===== config.mk =====
export PLATFORM = sky130hd
export DESIGN_NAME = sync_event_packer
export DESIGN_NICKNAME = d
export VERILOG_FILES = /design/src/rtl/sync_event_packer_pkg.sv /design/src/rtl/sync_event_packer_timer.sv /design/src/rtl/sync_event_packer.sv
export SDC_FILE = /design/constraint.sdc
export NUM_CORES = 1
export LEC_CHECK = 0
export BUFFER_PORTS_ARGS = -buffer_cell sky130_fd_sc_hd__buf_2
export CAP_MARGIN = 5
export CORE_MARGIN = 1
export CORE_UTILIZATION = 25
export DETAILED_ROUTE_END_ITERATION = 7
export SYNTH_ARGS = -nofsm -noshare
export SYNTH_HDL_FRONTEND = slang
export SYNTH_SLANG_ARGS = --single-unit

===== constraint.sdc =====
create_clock -name clk -period 1.7 [get_ports clk]
set_input_delay 0.17 -clock clk [delete_from_list [all_inputs] [get_ports clk]]
set_output_delay 0.17 -clock clk [all_outputs]
set_load 0.02 [all_outputs]

===== src/rtl/sync_event_packer_pkg.sv =====
// Shared types and constants for the sync event packer: FSM state encoding,
// timer width and a helper that turns a cycle count into a timer reload value.
package sync_event_pkg;

  localparam int unsigned TIMER_W = 8;
  localparam int unsigned COUNT_W = 16;

  typedef enum logic [1:0] {
    IDLE     = 2'd0,
    GATHER   = 2'd1,
    COOLDOWN = 2'd2
  } state_e;

  // A window of n cycles is counted as n-1 down to 0; a zero-length window loads 0.
  function automatic logic [TIMER_W-1:0] cycles_to_load(input int unsigned n);
    return (n == 0) ? '0 : TIMER_W'(n - 1);
  endfunction

endpackage


===== src/rtl/sync_event_packer_timer.sv =====
// Loadable down-counter with a zero flag. One instance is shared by the gather
// window and the write-spacing cooldown; load takes priority over decrement.
module sync_event_timer
  import sync_event_pkg::*;
(
  input  logic               clk,
  input  logic               reset,
  input  logic               load,
  input  logic [TIMER_W-1:0] load_val,
  input  logic               dec,
  output logic               zero
);

  logic [TIMER_W-1:0] count_q;
  logic [TIMER_W-1:0] count_d;

  // Next count: reload, or step down without wrapping below zero.
  always_comb begin
    count_d = count_q;
    if (load) begin
      count_d = load_val;
    end else if (dec && (count_q != '0)) begin
      count_d = count_q - TIMER_W'(1);
    end
  end

  // Counter register, cleared by the asynchronous reset.
  always_ff @(posedge clk or posedge reset) begin
    if (reset) begin
      count_q <= '0;
    end else begin
      count_q <= count_d;
    end
  end

  assign zero = (count_q == '0);

endmodule


===== src/rtl/sync_event_packer.sv =====
// Packs single-cycle event pulses into words written to a downstream FIFO.
// Events are ORed into a pending register; writes are optionally delayed by a
// gather window (HOLD_CYCLES) and always spaced by at least GAP_CYCLES cycles.
// Optional feature: define SYNC_EVENT_PACKER_COALESCE_COUNT_EN to count cycles in
// which an arriving event merged into an already-pending bit (saturating).
module sync_event_packer
  import sync_event_pkg::*;
#(
  parameter int unsigned WIDTH       = 2,
  parameter int unsigned HOLD_CYCLES = 0,
  parameter int unsigned GAP_CYCLES  = 8
) (
  input  logic               clk,
  input  logic               reset,
  input  logic [WIDTH-1:0]   event_in,
  output logic               write_en,
  output logic [WIDTH-1:0]   data_out,
  output logic               busy,
  output logic [COUNT_W-1:0] coalesce_count
);

  localparam logic [TIMER_W-1:0] HOLD_LOAD = cycles_to_load(HOLD_CYCLES);
  localparam logic [TIMER_W-1:0] GAP_LOAD  = cycles_to_load(GAP_CYCLES);

  state_e             state_q;
  state_e             state_d;
  logic [WIDTH-1:0]   pending_q;
  logic [WIDTH-1:0]   pending_d;
  logic               write_en_q;
  logic               write_en_d;
  logic [WIDTH-1:0]   data_out_q;
  logic [WIDTH-1:0]   data_out_d;
  logic [WIDTH-1:0]   merged;
  logic               tmr_load;
  logic [TIMER_W-1:0] tmr_load_val;
  logic               tmr_dec;
  logic               tmr_zero;

  sync_event_timer u_timer (
    .clk      (clk),
    .reset    (reset),
    .load     (tmr_load),
    .load_val (tmr_load_val),
    .dec      (tmr_dec),
    .zero     (tmr_zero)
  );

  // FSM next state: pending always absorbs event_in; a write captures
  // pending|event_in and clears pending, so a same-cycle event is sent once.
  always_comb begin
    merged       = pending_q | event_in;
    state_d      = state_q;
    pending_d    = merged;
    write_en_d   = 1'b0;
    data_out_d   = data_out_q;
    tmr_load     = 1'b0;
    tmr_load_val = GAP_LOAD;
    tmr_dec      = 1'b0;

    case (state_q)
      IDLE: begin
        if (event_in != '0) begin
          if (HOLD_CYCLES == 0) begin
            write_en_d   = 1'b1;
            data_out_d   = merged;
            pending_d    = '0;
            state_d      = COOLDOWN;
            tmr_load     = 1'b1;
            tmr_load_val = GAP_LOAD;
          end else begin
            state_d      = GATHER;
            tmr_load     = 1'b1;
            tmr_load_val = HOLD_LOAD;
          end
        end
      end

      GATHER: begin
        if (!tmr_zero) begin
          tmr_dec = 1'b1;
        end else begin
          write_en_d   = 1'b1;
          data_out_d   = merged;
          pending_d    = '0;
          state_d      = COOLDOWN;
          tmr_load     = 1'b1;
          tmr_load_val = GAP_LOAD;
        end
      end

      COOLDOWN: begin
        if (!tmr_zero) begin
          tmr_dec = 1'b1;
        end else if (merged != '0) begin
          // Events collected during cooldown go out immediately, no new gather.
          write_en_d   = 1'b1;
          data_out_d   = merged;
          pending_d    = '0;
          tmr_load     = 1'b1;
          tmr_load_val = GAP_LOAD;
        end else begin
          state_d = IDLE;
        end
      end

      default: begin
        state_d   = IDLE;
        pending_d = '0;
      end
    endcase
  end

  // FSM state, pending bits and registered write outputs.
  always_ff @(posedge clk or posedge reset) begin
    if (reset) begin
      state_q    <= IDLE;
      pending_q  <= '0;
      write_en_q <= 1'b0;
      data_out_q <= '0;
    end else begin
      state_q    <= state_d;
      pending_q  <= pending_d;
      write_en_q <= write_en_d;
      data_out_q <= data_out_d;
    end
  end

  assign write_en = write_en_q;
  assign data_out = data_out_q;
  assign busy     = (state_q != IDLE) || (pending_q != '0);

`ifdef SYNC_EVENT_PACKER_COALESCE_COUNT_EN
  logic [COUNT_W-1:0] coalesce_q;
  logic [COUNT_W-1:0] coalesce_d;

  // Count cycles where an incoming event hits an already-pending bit.
  always_comb begin
    coalesce_d = coalesce_q;
    if (((event_in & pending_q) != '0) && (coalesce_q != '1)) begin
      coalesce_d = coalesce_q + COUNT_W'(1);
    end
  end

  // Coalesce counter register.
  always_ff @(posedge clk or posedge reset) begin
    if (reset) begin
      coalesce_q <= '0;
    end else begin
      coalesce_q <= coalesce_d;
    end
  end

  assign coalesce_count = coalesce_q;
`else
  assign coalesce_count = '0;
`endif

endmodule


==> summary.md, run 1 <==
| Metric | Value |
|---|---|
| Status | `finished, violations left` |
| Failing checks | `negative setup slack` |
| Hold Path Class | `primary input to flop` |
| Data required time at the worst endpoint | `between 1.5 and 2 ns` |
| GR Overflow Total | `0` |
| Crit path launch type | `flop` |
| Crit path time final | `about 1.7 ns` |
| Crit path max fanout | `4` |
| Post-Route Skew | `0.00692 ns` |
| Total I/O pin count | `24` |
| DR vias | `625` |
| Vias/cell | `just over 4` |
| Register bit total from synthesis | `14` |
| Setup ws final | `-0.00286 ns` |
| Critical path class | `flop to flop` |
| Area share of the largest cell type after synthesis | `0.415` |
| Sw Ratio | `0.242` |
| Syn. warnings | `0` |
| Routed Antenna Nets | `0` |
| Wire length per cell | `between 9 and 10 um` |
| Drt first pass iters | `4` |
| Primary FF master, synth | `dfrtp_1` |
| RSZ-0062 raised after global routing | `yes` |
| Share of cells above drive strength 1 | `0.299` |
| Hold depth | `3` |
| Diodes inserted | `0` |
| Power Density | `627 nW/um^2` |
| Sw power | `~0.00015 W` |
| Yosys cell types | `33` |
| Final Max Slew Viols | `0` |
| Num CTS Buffers | `3` |
| Worst setup EP type | `flop` |
| Worst skew pair latency | `between 0.2 and 0.3 ns` |
| Max-slew headroom | `0.654` |
| Number of global-route vias before repair | `about 570` |
| Synth area leader | `dfrtp_1` |
| Clock power frac | `0.389` |
| Placed cell areas | `around 920 sq um` |
| Seq/Total Area, Yosys | `0.415` |
| Worst path slowest cell | `dfrtp_1` |
| # DRC | `0` |
| Static Leak | `approximately 0.48 nW` |
| Peak supply drop | `about 220 uV` |
| Initial DRC Count | `21` |
| Int Power | `approximately 0.00047 W` |
| Worst EP arrival | `1.88 ns` |
| Register-to-register setup slack | `-0.003 ns` |
| Fmax | `a little under 0.6 GHz` |
| CP max stage delay | `between 0.3 and 0.4 ns` |
| Core Box Area | `~3100 sq um` |
| Rows | `20` |
| GPL Wtd Cong | `a little over 0.8` |
| Die H | `60.1 um` |
| Worst Max-Slew Pin Slew | `0.518 ns` |
| Setup TNS | `-0.00286 ns` |
| Area grow syn2layout | `16.6%` |
| Reg-to-Reg Start | `u_timer.count_q[0]$_DFFE_PP0P_` |
| Syn Inst Count | `roughly 90` |
| Worst Hold Launch | `event_in[0]` |
| Worst-path clk slew | `about 0.090 ns` |
| Final nets | `roughly 110` |
| Clock tree from TritonCTS | `yes` |
| Drt total wl | `~1.4 mm` |
| Top cells by area, synth | `dfrtp_1, buf_4, inv_1, a21oi_1, nor3_1` |
| Setup violations, final | `1` |
| Pin count of the biggest net entering global routing | `15` |
| Number of synthesized flops with an enable pin | `0` |
| Hold EP | `pending_q[0]$_DFF_PP0_` |
| Period utilization | `1.00` |
| Gate power share | `0.071` |
| Power share of the sequential group | `0.540` |
| Max-cap violations | `0` |
| Initial Utilization | `0.270` |
| CTS max path bufs | `2` |
| Min Hold Slack | `between 0.15 and 0.2 ns` |
| CTS H-Tree Depth | `1` |
| Count of final hold-check violations | `0` |
| Post-Synthesis Cell Area | `about 840 sq um` |
| Most frequent cell after synthesis | `buf_4` |
| CP Cell Sequence | `inv_1 > ha_2 > or2b_4 > o31ai_4 > nand2_2 > mux2_4` |
| CTS root buf | `clkbuf_4` |
| Clock Sinks | `14` |
| Port bufs | `7` |
| Die area | `roughly 3600 sq um` |
| GR Util All Layers | `0.0897` |
| Asr flop ratio synth | `1.00` |
| Post-synth top cells | `buf_4, dfrtp_1, inv_1` |
| Die X | `approximately 60 um` |
| Design area | `a little under 1000 sq um` |
| R2R cell count | `6` |
| First-pass GRT wire length | `2.43 mm` |
| RR Endpoint | `data_out[1]$_DFFE_PP0P_` |
| Tot Pwr | `about 0.00062 W` |
| Mean Syn Cell Area | `~9.6 sq um` |
| HPWL after DPL | `around 1.1 mm` |
| Initial antenna violation count | `0` |
[metal layers]
layer / part of all wire / global-route usage / vias up
li1: - / - / 313
met3: 0.055 / 0.0325 / 2
met1: 0.47 / 0.108 / 287
met2: 0.47 / 0.152 / 23
met4: 0.0050 / 0.0199 / 0
met5: 0 / 0 / -
[logic make-up after synthesis]
group | count (synthesis) | share of synthesized area
flops | 14 | 0.415
fa+ha+maj | 1 | 0.0148
compound gates | 16 | 0.145
xor+xnor | 1 | 0.0104
buf+inv | 24 | 0.187
mux | 2 | 0.0312
other cells | 1 | 0.00445
simple gates | 29 | 0.191
[power by group through the flow]
stage | clock (W) | sequential, W | combinational, W
6_report | 0.000240 | 0.000333 | 0.0000438
5_1_grt | 0.000274 | 0.000333 | 0.0000488
4_1_cts | 0.000245 | 0.000333 | 0.0000442
3_5_place_dp | 0 | 0.000339 | 0.0000424
3_3_place_gp | 0 | 0.000339 | 0.0000418
2_1_floorplan | 0 | 0.000339 | 0.0000646
[what timing repair did]
action                                  in CTS  in global routing
endpoints found under the setup margin       2                  9
pin swaps                                    1                  2
hold buffers                                 1                  0
resized for setup                            1                  2
buffers inserted                             0                  1
endpoints found under the hold margin       14                  0
[cell usage in the layout (no fill, tap or decap), drive strengths merged]
| cell type | count |
|---|---|
| conb | 16 |
| clkbuf | 4 |
| a32oi | 1 |
| a21oi | 5 |
| buf | 16 |
| o31a | 1 |
| nor2 | 5 |
| xor2 | 1 |
| o32ai | 1 |
| a22o | 2 |
| dlygate4sd3 | 1 |
| and3 | 1 |
| inv | 7 |
| mux2 | 2 |
| dfrtp | 14 |
| nand3 | 2 |
| o31ai | 2 |
| or3 | 2 |
| a31oi | 1 |
| nand2b | 1 |
| nor3 | 5 |
| nor2b | 2 |
| or2 | 2 |
| or4 | 1 |
| a211o | 1 |
| ha | 1 |
| nand2 | 5 |
| o21ai | 2 |
| nor4 | 2 |
| or2b | 1 |
[worst max path at each step]
stage	from	endpoint	depth (start not counted)
after global placement	u_timer.count_q[0]$_DFFE_PP0P_	data_out[1]$_DFFE_PP0P_	6
after floorplan	u_timer.count_q[3]$_DFFE_PP0P_	data_out[1]$_DFFE_PP0P_	4
after detailed placement	u_timer.count_q[0]$_DFFE_PP0P_	data_out[1]$_DFFE_PP0P_	6
after global routing	u_timer.count_q[0]$_DFFE_PP0P_	data_out[1]$_DFFE_PP0P_	6
after CTS	u_timer.count_q[3]$_DFFE_PP0P_	data_out[1]$_DFFE_PP0P_	4
final	u_timer.count_q[0]$_DFFE_PP0P_	data_out[1]$_DFFE_PP0P_	6
[sequential cells by signal, summed over array words and instances, names as in the netlist]
register	cells
data_out	2
pending_q	2
state_q	1
u_timer.count_q	8
write_en	1
[critical path, delay by kind of cell, from the launching register on]
family / cells / cell delay (ns)
buffers and inverters: 1 / 0.07
adder cells (fa/ha/maj): 1 / 0.18
flip-flops: 1 / 0.39
AO/OA/AOI/OAI: 1 / 0.28
multiplexers: 1 / 0.30
AND/OR/NAND/NOR: 2 / 0.39
[metrics by stage]
| step | utilization | instances | setup WS [ns] |
|---|---|---|---|
| after floorplan | - | 103 | -0.0290 |
| after global placement | 0.294 | 145 | 0.0159 |
| after detailed placement | 0.294 | 145 | -0.0463 |
| after CTS | 0.309 | 150 | -0.0460 |
| after global routing | 0.314 | 151 | -0.0730 |
| final | 0.314 | 151 | -0.00286 |
[area by class of cell]
type                       count  area [sq um]
fill                         332          2140
multi-input combinational     65           403
sequential                    14           350
timing repair buffer          17           113
tap                           44          55.1
clock buffer                   4          36.3
inverter                       7          26.3
No activity file was read; power rests on OpenSTA's default activity.
==> inputs of run 2 (changes only) <==
==> constraint.sdc (replaced) <==
create_clock -name clk -period 2.21 [get_ports clk]
set_input_delay 0.221 -clock clk [delete_from_list [all_inputs] [get_ports clk]]
set_output_delay 0.221 -clock clk [all_outputs]
set_load 0.02 [all_outputs]
==> run 2 against run 1 <==
The run now ends clean; cell area shrank 8.0%; die area is the same; critical endpoint unchanged; critical path type unchanged; combinational power shrank 23%.
==> summary.md, run 2 (same netlist as run 1, synthesis figures left out) <==
| Metric | Value |
|---|---|
| Crit path time final | `1.85 ns (+0.144 ns)` |
| FF+latch area | `350 sq um (unchanged)` |
| Rows | `20 (unchanged)` |
| Data required time at the worst endpoint | `2.39 ns (+0.51 ns)` |
| Die H | `60.1 um (unchanged)` |
| Combined area of the multi-input logic cells | `392 sq um (-2.8%)` |
| CTS H-Tree Depth | `1 (unchanged)` |
| Number of flip-flops in the largest register | `8 (unchanged)` |
| Total I/O pin count | `24 (unchanged)` |
| Max-slew headroom | `0.644 (-0.00971)` |
| Initial antenna violation count | `0 (unchanged)` |
| Period utilization | `0.836 (-0.166)` |
| Count of final hold-check violations | `0 (unchanged)` |
| Reg-to-Reg Start | `u_timer.count_q[3]$_DFFE_PP0P_` |
| Port bufs | `7 (unchanged)` |
| Drt first pass iters | `4 (unchanged)` |
| Worst Hold Launch | `event_in[0]` |
| DR vias | `592 (-5.3%)` |
| Initial DRC Count | `30 (+43%)` |
| Clock Sinks | `14 (unchanged)` |
| Die X | `60.1 um (unchanged)` |
| Drt total wl | `1.39 mm (about the same)` |
| Crit path launch type | `flop` |
| Number of global-route vias before repair | `544 (-4.2%)` |
| Post-Route Skew | `0.00539 ns (-0.00154 ns)` |
| Hold depth | `3 (unchanged)` |
| Crit path max fanout | `8 (+4)` |
| R2R cell count | `4 (-2)` |
| Worst setup EP type | `flop` |
| CTS max path bufs | `2 (unchanged)` |
| RR Endpoint | `data_out[1]$_DFFE_PP0P_` |
| Static Leak | `0.429 nW (-9.8%)` |
| Min Hold Slack | `0.216 ns (+0.0603 ns)` |
| Initial Utilization | `0.270 (unchanged)` |
| GR Util All Layers | `0.0907 (+0.000984)` |
| Hold Path Class | `primary input to flop` |
| Worst skew pair latency | `0.28 ns (about the same)` |
| GPL Wtd Cong | `0.776 (-3.8%)` |
| Area grow syn2layout | `7.27%` |
| Commonest non-fill, non-tap cell in the layout | `conb_1` |
| Biggest register | `u_timer.count_q` |
| Max-cap violations | `0 (unchanged)` |
| Worst Max-Slew Pin Slew | `0.533 ns (+0.0145 ns)` |
| Setup violations, final | `0 (-1)` |
| Peak supply drop | `127 uV (-43%)` |
| # fillers | `339 (+2.1%)` |
| Hold EP | `pending_q[0]$_DFF_PP0_` |
| Power Density | `527 nW/um^2 (-16%)` |
| Num CTS Buffers | `3 (unchanged)` |
| Die area | `3610 sq um (unchanged)` |
| RSZ-0062 raised after global routing | `no` |
| Worst EP arrival | `2.03 ns (+0.15 ns)` |
| # Post-CTS Setup Buffers | `0 (unchanged)` |
| Setup TNS | `0 ns (+0.00286 ns)` |
| Vias/cell | `4.17 (+0.72%)` |
| Most frequent cells in the layout | `conb_1, dfrtp_1, inv_1, buf_2` |
| # DRC | `0 (unchanged)` |
| Pin count of the biggest net entering global routing | `15 (unchanged)` |
| Final Max Slew Viols | `0 (unchanged)` |
| CTS root buf | `clkbuf_4` |
| Wire length per cell | `9.81 um (+6.4%)` |
| Register-to-register setup slack | `0.36 ns (+0.37 ns)` |
| HPWL after DPL | `1.04 mm (-4.9%)` |
| Clock tree from TritonCTS | `yes` |
| Critical path class | `flop to flop` |
| Final nets | `104 (-8.0%)` |
| First-pass GRT wire length | `2.28 mm (-6.0%)` |
| GR Overflow Total | `0 (unchanged)` |
| Share of cells above drive strength 1 | `0.214 (-0.0848)` |
| Fmax | `0.541 GHz (-7.8%)` |
| Core Box Area | `3130 sq um (unchanged)` |
| Diodes inserted | `0 (unchanged)` |
| Worst-path clk slew | `0.09 ns (about the same)` |
| Routed Antenna Nets | `0 (unchanged)` |
| Status | `finished, final reports clean` |
[run 2: layer usage]
| metal | routed length (um) | track usage |
|---|---|---|
| met2 | 688 | 0.156 |
| met3 | 54 | 0.0325 |
| met5 | 0 | 0 |
| met4 | 23 | 0.0598 |
| met1 | 627 | 0.0921 |
[run 2: final cells by class]
| cell class | count | share of cell area |
|---|---|---|
| multi-input combinational | 65 | 0.433 |
| clock buffer | 4 | 0.0401 |
| timing repair buffer | 8 | 0.0498 |
| inverter | 7 | 0.0290 |
| tap | 44 | 0.0609 |
| sequential | 14 | 0.387 |
[run 2: repair_timing]
item | in CTS | in global routing
hold endpoints to repair | 14 | 0
gates resized for setup | 0 | 0
hold buffers | 1 | 0
[run 2: worst max-delay path by stage]
stage                                              start                 endpoint  slack [ns]  depth (start not counted)
after floorplan           u_timer.count_q[3]$_DFFE_PP0P_  data_out[1]$_DFFE_PP0P_        0.48                          4
after global routing      u_timer.count_q[0]$_DFFE_PP0P_  data_out[1]$_DFFE_PP0P_        0.29                          6
after CTS                 u_timer.count_q[3]$_DFFE_PP0P_  data_out[1]$_DFFE_PP0P_        0.37                          4
after global placement    u_timer.count_q[3]$_DFFE_PP0P_  data_out[1]$_DFFE_PP0P_        0.40                          4
final                     u_timer.count_q[3]$_DFFE_PP0P_  data_out[1]$_DFFE_PP0P_        0.36                          4
after detailed placement  u_timer.count_q[3]$_DFFE_PP0P_  data_out[1]$_DFFE_PP0P_        0.38                          4
[run 2: stage by stage]
stage               area (sq um)  utilization  std cells  setup WS [ns]  power [W]
floorplan                    900            -        103          0.481   0.000311
global placement             858        0.274        137          0.404   0.000293
detailed placement           858        0.274        137          0.382   0.000294
CTS                          905        0.289        142          0.365   0.000485
global route                 905        0.289        142          0.292   0.000503
finish                       905        0.289        142          0.363   0.000477
[run 2: worst max-delay path: stages, from the launching register on]
cell,delay [ns]
dfrtp_1,0.47
or4_4,0.60
o31ai_4,0.26
nand2_2,0.11
mux2_4,0.31
[run 2: power breakdown]
part / internal (W) / switching [W]
Combinational: 0.00000336 / 0.0000304
Sequential: 0.000256 / 0.0000000000000000000962
Clock: 0.000100 / 0.0000872
